--- src/rtl/xs3_serial_adder.sv ---
// Digit-serial excess-3 adder, LSD first, with one registered output stage and carry flush.
// Define XS3_CHECK_EN to build the sticky illegal-code detector driving err.
module xs3_serial_adder #(
    parameter int MAX_DIGITS = 8,
    parameter int CNT_W      = 4
) (
    input  logic       clk,
    input  logic       rst,
    input  logic       in_valid,
    output logic       in_ready,
    input  logic [3:0] in_a,
    input  logic [3:0] in_b,
    input  logic       in_first,
    input  logic       in_last,
    output logic       out_valid,
    input  logic       out_ready,
    output logic [3:0] out_digit,
    output logic       out_last,
    output logic       ovf,
    output logic       err
);
    typedef enum logic [1:0] {IDLE, RUN, FLUSH} state_t;

    localparam logic [CNT_W-1:0] MAX_CNT = CNT_W'(MAX_DIGITS);

    state_t           state_reg, state_next;
    logic             carry_reg, carry_next;
    logic [CNT_W-1:0] count_reg, count_next;
    logic             out_valid_reg, out_valid_next;
    logic [3:0]       out_digit_reg, out_digit_next;
    logic             out_last_reg, out_last_next;
    logic             ovf_reg, ovf_next;

    logic       slot_free;
    logic       accept;
    logic       first_beat;
    logic       cin;
    logic [4:0] sum;
    logic [3:0] digit;
    logic       cout;

    assign slot_free  = !out_valid_reg || out_ready;
    assign in_ready   = (state_reg != FLUSH) && slot_free;
    assign accept     = in_valid && in_ready;
    assign first_beat = in_first || (state_reg == IDLE);
    assign cin        = first_beat ? 1'b0 : carry_reg;
    assign sum        = {1'b0, in_a} + {1'b0, in_b} + {4'b0, cin};
    assign cout       = sum[4];
    // XS3 correction: a binary carry means +3, otherwise remove the doubled bias.
    assign digit      = cout ? (sum[3:0] + 4'd3) : (sum[3:0] - 4'd3);

    always_comb begin
        state_next     = state_reg;
        carry_next     = carry_reg;
        count_next     = count_reg;
        out_valid_next = out_valid_reg;
        out_digit_next = out_digit_reg;
        out_last_next  = out_last_reg;
        ovf_next       = ovf_reg;

        if (out_ready) begin
            out_valid_next = 1'b0;
        end

        case (state_reg)
            FLUSH: begin
                if (slot_free) begin
                    out_valid_next = 1'b1;
                    out_digit_next = 4'h4;
                    out_last_next  = 1'b1;
                    carry_next     = 1'b0;
                    state_next     = IDLE;
                end
            end
            default: begin
                if (accept) begin
                    out_valid_next = 1'b1;
                    out_digit_next = digit;
                    out_last_next  = in_last && !cout;
                    carry_next     = cout;
                    if (first_beat) begin
                        count_next = {{(CNT_W-1){1'b0}}, 1'b1};
                    end else if (count_reg == MAX_CNT) begin
                        ovf_next   = 1'b1;
                    end else begin
                        count_next = count_reg + 1'b1;
                    end
                    if (in_last) begin
                        state_next = cout ? FLUSH : IDLE;
                    end else begin
                        state_next = RUN;
                    end
                end
            end
        endcase
    end

    always_ff @(posedge clk or posedge rst) begin
        if (rst) begin
            state_reg     <= IDLE;
            carry_reg     <= 1'b0;
            count_reg     <= '0;
            out_valid_reg <= 1'b0;
            out_digit_reg <= 4'h0;
            out_last_reg  <= 1'b0;
            ovf_reg       <= 1'b0;
        end else begin
            state_reg     <= state_next;
            carry_reg     <= carry_next;
            count_reg     <= count_next;
            out_valid_reg <= out_valid_next;
            out_digit_reg <= out_digit_next;
            out_last_reg  <= out_last_next;
            ovf_reg       <= ovf_next;
        end
    end

    assign out_valid = out_valid_reg;
    assign out_digit = out_digit_reg;
    assign out_last  = out_last_reg;
    assign ovf       = ovf_reg;

`ifdef XS3_CHECK_EN
    logic [3:0] operand [2];
    logic [1:0] bad;
    logic       err_reg;

    assign operand[0] = in_a;
    assign operand[1] = in_b;

    genvar gi;
    generate
        for (gi = 0; gi < 2; gi++) begin : g_chk
            assign bad[gi] = (operand[gi] < 4'h3) || (operand[gi] > 4'hC);
        end
    endgenerate

    always_ff @(posedge clk or posedge rst) begin
        if (rst) begin
            err_reg <= 1'b0;
        end else if (accept && (bad != 2'b00)) begin
            err_reg <= 1'b1;
        end
    end

    assign err = err_reg;
`else
    assign err = 1'b0;
`endif
endmodule
--- config.mk ---
export PLATFORM = sky130hd
export DESIGN_NAME = xs3_serial_adder
export DESIGN_NICKNAME = d
export VERILOG_FILES = /design/src/rtl/xs3_serial_adder.sv
export SDC_FILE = /design/constraint.sdc
export NUM_CORES = 1
export LEC_CHECK = 0
export ABC_AREA = 1
export CAP_MARGIN = 20
export CORE_ASPECT_RATIO = 0.9
export CORE_MARGIN = 5
export CORE_UTILIZATION = 49
export DETAILED_ROUTE_END_ITERATION = 10
export PLACE_DENSITY = 0.84
export SETUP_SLACK_MARGIN = 0.1
export SYNTH_ARGS = -nofsm -noshare
export SYNTH_HDL_FRONTEND = slang
export SYNTH_SLANG_ARGS = --single-unit
--- constraint.sdc ---
create_clock -name clk -period 3 [get_ports clk]
set_input_delay 0.6 -clock clk [delete_from_list [all_inputs] [get_ports clk]]
set_output_delay 0.6 -clock clk [all_outputs]
set_load 0.01 [all_outputs]
==> metrics.yaml, run 1 <==
status: "finished, final reports clean"
cts_sinks: 14
track_usage: 0.1950
hold_depth: 2
syn-mean-instance-area_um2: 8.453
max-cap-violations: 0
dp_hpwl_um: 1793
grt_pass1_wl_um: 4519
peakVddDrop_uv: 378.7
ys.flop_type: "dfrtp_1"
maxSlewHeadroom: 0.6481
drt_iter0_markers: 15
setup_viol: 0
path_cells: "clkdlybuf4s50_1 > inv_1 > fa_2 > fa_2 > inv_2 > nand3_2 > nand2_4 > inv_1 > fa_1 > nand3_1 > nand3_1 > o21ai_1 > inv_1"
htreeDepth: 1
insertion_delay_ns: 0.28
finalNetCount: 184
power.leakage_nw: 0.7100
startpoint_type: "primary input"
cts_buffers: 3
mostFrequentLayoutCells: "inv_1, clkdlybuf4s50_1, nand2_1"
clk_pin_slew_ns: 0.07
grt_pass1_vias: 1028
mappedNetlistNets: 142
rsz0062_at_grt: "no"
holdCritStartpoint: "out_digit[3]$_DFFE_PP0P_"
synth_cell_types: 31
row_count: 15
fin_crit_sh: 0.9255
areaGrowthSynthToFinish_pct: 39.55
cp_max_fo: 4
dieWidth_um: 57.76
overflow: 0
antenna_found_initial: 0
min_path_type: "flip-flop to flip-flop"
synth_area_mm2: 0.001006
portBuffers: 21
nFillCells: 145
cp_slowest_stage_delay_ns: 0.46
instances_no_fill: 184
cts_tree: "yes"
crit_type: "primary input to flip-flop"
p_per_area_mw_per_mm2: 526.2
utilization: 0.7262
crit_slowest_cell: "clkdlybuf4s50_1"
core_mm2: 0.001933
n_antenna_cell: 0
routed_wl_um: 2551
reg2reg_from: "state_reg[1]$_DFFE_PP0P_"
hold_end: "out_digit[3]$_DFFE_PP0P_"
vias_per_cell: 5.234
dp_cells: 168
synthArstFlopShare: 1.000
worst_r2r_path_depth: 18
drc: 0
hold_buffers: 0
clockBufferDepth: 2
crit_family: "adder cells"
route.antenna.remaining_nets: 0
io_pins: 23
crit_required_ns: 3.16
first_pass_iters: 4
die_height_um: 52.99
r2r_slack_ns: 0.33
drive_gt1_frac: 0.2642
worstSetupEndpointType: "flip-flop"
vias: 963
min_period_ns: 2.777
crit_top_cell: "inv_1"
yosysSeqAreaShare: 0.3483
arrival_ns: 2.94
wl_per_cell_um: 13.86
synth-edff-count: 0
dieArea_mm2: 0.003060
finalHoldViolCount: 0
maxSlewViolCount: 0
reg2reg_to: "count_reg[2]$_DFFE_PP0P_"
critPathBufInv: 5
worst_pin_slew_ns: 0.5272
place_congestion: 0.7692
grt_max_degree: 15
final_common_cell: "inv_1"
ys_ff_latch: 14
initial_core_util: 0.5204
yosys_warnings: 0
fin_skew_ns: 0.01471
clock.fmax_mhz: 360.2
syn_inst: 119
clockRootBuffer: "clkbuf_4"
-- worst reg2reg max path: stages, from the launching register on --
cell      delay, ns
dfrtp_1        0.42
o21bai_4       0.17
inv_2          0.06
buf_4          0.13
buf_4          0.12
buf_4          0.12
buf_4          0.12
buf_4          0.13
buf_4          0.13
buf_4          0.12
buf_4          0.12
buf_4          0.12
buf_4          0.12
buf_4          0.12
buf_4          0.12
buf_4          0.12
buf_4          0.13
o21ai_1        0.15
a21oi_2        0.04
-- synth_stat cells (2+ instances only) --
master / number / share of area
a21oi_1: 2 / 0.010
a21oi_2: 3 / 0.026
dfrtp_1: 14 / 0.35
fa_1: 3 / 0.060
ha_1: 6 / 0.075
inv_1: 24 / 0.090
inv_2: 3 / 0.011
nand2_1: 20 / 0.075
nand2_4: 2 / 0.022
nand3_1: 10 / 0.050
nand3_2: 2 / 0.020
nand4_1: 2 / 0.012
nor2_1: 2 / 0.0075
o21ai_0: 8 / 0.040
o21ai_1: 2 / 0.010
-- cells by family (layout without fill, tap and decap cells) --
group | Yosys count | count (layout) | share of synthesized area
adder cells (fa/ha/maj) | 9 | 9 | 0.1343
buffers and inverters | 28 | 68 | 0.1082
AO/OA/AOI/OAI | 21 | 21 | 0.1356
XOR/XNOR | 1 | 1 | 0.008708
flip-flops | 14 | 14 | 0.3483
other | 1 | 1 | 0.003728
AND/OR/NAND/NOR | 45 | 45 | 0.2612
-- power by group --
group / leakage [nW] / internal [mW] / switching (mW)
registers: 0.176 / 0.234 / 0.0370
logic: 0.520 / 0.184 / 0.177
clock network: 0.0138 / 0.0465 / 0.0604
total: 0.710 / 0.465 / 0.274
-- how the worst max path moves through the flow --
stage / cells after the start / startpoint / to / slack (ns)
6_report: 13 / in_a[0] / out_digit[2]$_DFFE_PP0P_ / 0.22
5_1_grt: 13 / in_a[0] / out_digit[2]$_DFFE_PP0P_ / 0.11
4_1_cts: 13 / in_a[0] / out_digit[3]$_DFFE_PP0P_ / 0.22
3_5_place_dp: 15 / in_first / out_digit[2]$_DFFE_PP0P_ / -0.31
3_3_place_gp: 15 / in_first / out_digit[2]$_DFFE_PP0P_ / -0.25
2_1_floorplan: 14 / in_first / out_digit[2]$_DFFE_PP0P_ / 0.12
-- area by class of cell --
type,instances,area (µm²),share of cell area
inverters,27,101.3,0.07219
repair buffers,38,336.6,0.2397
multi-input cells,77,561.8,0.4002
clock buffers,3,22.52,0.01604
flip-flops and latches,14,350.3,0.2496
well taps,25,31.28,0.02228
-- routing by layer --
metal / global-route usage / vias up / wire (µm)
li1: - / 457 / -
met5: 0 / - / 0
met2: 0.3459 / 43 / 1234
met1: 0.2006 / 447 / 972
met4: 0.1236 / 0 / 140
met3: 0.05854 / 16 / 204
-- per-stage QoR --
step / setup TNS [ns] / power, mW / hold WS (ns) / area (µm²) / setup slack (ns)
global route: 0 / 0.7893 / 0.5113 / 1404 / 0.1090
finish: 0 / 0.7387 / 0.4922 / 1404 / 0.2234
floorplan: 0 / 0.4427 / 0.4534 / 1006 / 0.1186
CTS: 0 / 0.7227 / 0.4858 / 1404 / 0.2222
global placement: -0.5886 / 0.5598 / 0.4506 / 1270 / -0.2477
detailed placement: -0.7478 / 0.5786 / 0.4680 / 1270 / -0.3072
-- what timing repair did --
action / 4_1_cts / 5_1_grt
setup endpoints to repair: 3 / 0
gates resized for setup: 7 / 0
buffers inserted: 13 / 0
Note: power is estimated with default switching activity, not from simulation.
==> run 2: changes to the inputs <==
CORE_MARGIN = 10   (was 5)
CORE_UTILIZATION = 45   (was 49)
PLACE_DENSITY = 0.79   (was 0.84)
==> run 2 against run 1 <==
  * Global-route usage down 9.3 points
  * Setup slack better by 0.044 ns
  * Critical path depth unchanged
  * Worst hold slack worse by 0.021 ns
  * Via count down 9.2%
  * Count of clock-buffer cells in the layout up 1
  * Clock power up 24%
  * Cell area down 3.7%
  * First-iteration DRC count up 67%
  * Critical endpoint unchanged
  * Highest routed layer unchanged
==> metrics.yaml, run 2 (same netlist as run 1, synthesis figures left out) <==
status: "finished, final reports clean"
reg2reg_from: "state_reg[0]$_DFFE_PP0P_"
io_pins: 23
maxSlewViolCount: 0
p_per_area_mw_per_mm2: 536.5
worst_pin_slew_ns: 0.5350
crit_type: "primary input to flip-flop"
cts_sinks: 14
clockPowerShare: 0.184
multiInputGateArea_um2: 568.0
path_cells: "clkdlybuf4s50_1 > inv_1 > fa_2 > fa_2 > inv_1 > nand3_2 > nand2_4 > inv_1 > fa_2 > nand3_1 > nand3_1 > o21ai_1 > inv_1"
arrival_ns: 2.90
fin_skew_ns: 0.007131
drc: 0
pwr-share-comb: 0.446
route.antenna.remaining_nets: 0
clock.fmax_mhz: 365.9
crit_slowest_cell: "clkdlybuf4s50_1"
worst_r2r_path_depth: 14
vias_per_cell: 4.938
insertion_delay_ns: 0.28
cp_slowest_stage_delay_ns: 0.45
setup_viol: 0
cts_tree: "yes"
min_path_type: "flip-flop to flip-flop"
r2r_slack_ns: 0.48
finalHoldViolCount: 0
fin_ws_ns: 0.2672
grt_max_degree: 15
final_common_cell: "inv_1"
dp_hpwl_um: 1814
internal_power_mw: 0.4690
hold_depth: 1
peakVddDrop_uv: 275.5
crit_required_ns: 3.17
clockBufferDepth: 2
holdCritStartpoint: "ovf$_DFFE_PP0P_"
cts_buffers: 3
cp_max_fo: 4
seqCellArea_um2: 350.3
grt_pass1_vias: 868
core_mm2: 0.002162
hold_end: "ovf$_DFFE_PP0P_"
areaGrowthSynthToFinish_pct: 34.33
die_height_um: 64.86
mostFrequentLayoutCells: "inv_1, clkdlybuf4s50_1, nand2_1"
track_usage: 0.1017
row_count: 16
timing.hold.ws_ns: 0.4709
vias: 874
worstSetupEndpointType: "flip-flop"
routed_wl_um: 2259
power_switching_mw: 0.2559
dp_slack_ns: -0.3187
tns_ns: 0
reg2reg_to: "out_digit[2]$_DFFE_PP0P_"
n_antenna_cell: 0
antenna_found_initial: 0
first_pass_iters: 4
crit_top_cell: "inv_1"
htreeDepth: 1
maxSlewHeadroom: 0.6429
dp_cells: 170
overflow: 0
min_period_ns: 2.733
utilization: 0.6250
nFillCells: 196
finalNetCount: 174
startpoint_type: "primary input"
critPathLaunch: "in_a[0]"
fin_crit_sh: 0.9109
grt_pass1_wl_um: 3953
instances_no_fill: 177
portBuffers: 21
dieWidth_um: 69.84
swShare: 0.3530
rsz0062_at_grt: "no"
clockRootBuffer: "clkbuf_4"
drive_gt1_frac: 0.2267
max-cap-violations: 0
dieArea_mm2: 0.004529
clk_pin_slew_ns: 0.09
drt_iter0_markers: 25
power.leakage_nw: 0.6680
sequentialPowerShare: 0.371
initial_core_util: 0.4653
place_congestion: 0.7727
wl_per_cell_um: 12.76
## run 2: cell types whose count changed in the layout (fill, tap and decap cells not counted), sizes merged
cell    before  now
buf         17    7
clkbuf       3    4
## run 2: through the flow
step                      total power [mW]  area (µm²)
after detailed placement            0.5749        1272
final                               0.7249        1351
after global routing                0.7920        1351
after CTS                           0.7253        1348
after global placement              0.5613        1272
after floorplan                     0.4427        1006
## run 2: area by class of cell
class / instances / share of cell area
Inverter: 27 / 0.07500
Clock buffer: 4 / 0.02685
Sequential cell: 14 / 0.2593
Timing Repair Buffer: 28 / 0.1935
Multi-Input combinational cell: 77 / 0.4204
Tap cell: 27 / 0.02500
## run 2: worst max path at each step
stage | to | slack, ns | depth (start not counted)
6_report | out_digit[2]$_DFFE_PP0P_ | 0.27 | 13
5_1_grt | out_digit[2]$_DFFE_PP0P_ | 0.12 | 15
4_1_cts | out_digit[3]$_DFFE_PP0P_ | 0.26 | 13
3_5_place_dp | out_digit[2]$_DFFE_PP0P_ | -0.32 | 15
3_3_place_gp | out_digit[2]$_DFFE_PP0P_ | -0.26 | 15
2_1_floorplan | out_digit[2]$_DFFE_PP0P_ | 0.12 | 14
## run 2: critical path: cells and delay by family
kind                     cells  cell delay (ns)
adder cells (fa/ha/maj)      3             1.16
buffers and inverters        5             0.71
AND/OR/NAND/NOR              4             0.35
AO/OA/AOI/OAI                1             0.07
## run 2: per-layer routing
layer	wire, µm	share of wire	vias to the layer above	GRT usage
met1	1015	0.45	401	0.1184
met5	0	0	-	0
li1	-	-	441	-
met2	1106	0.49	28	0.1765
met3	99	0.044	4	0.02131
met4	38	0.017	0	0.04433
## run 2: power by group through the flow
stage	Combinational, mW	Clock (mW)	Sequential [mW]
after floorplan	0.166	0	0.277
after global placement	0.295	0	0.267
after detailed placement	0.305	0	0.270
after CTS	0.321	0.136	0.268
after global routing	0.363	0.154	0.275
final	0.323	0.133	0.269
## run 2: repair_timing
action                     CTS  global route
setup endpoints to repair    3             1
gates resized for setup      7             1
hold buffers                 0             0
buffers inserted             3             0
pin swaps                    4             0
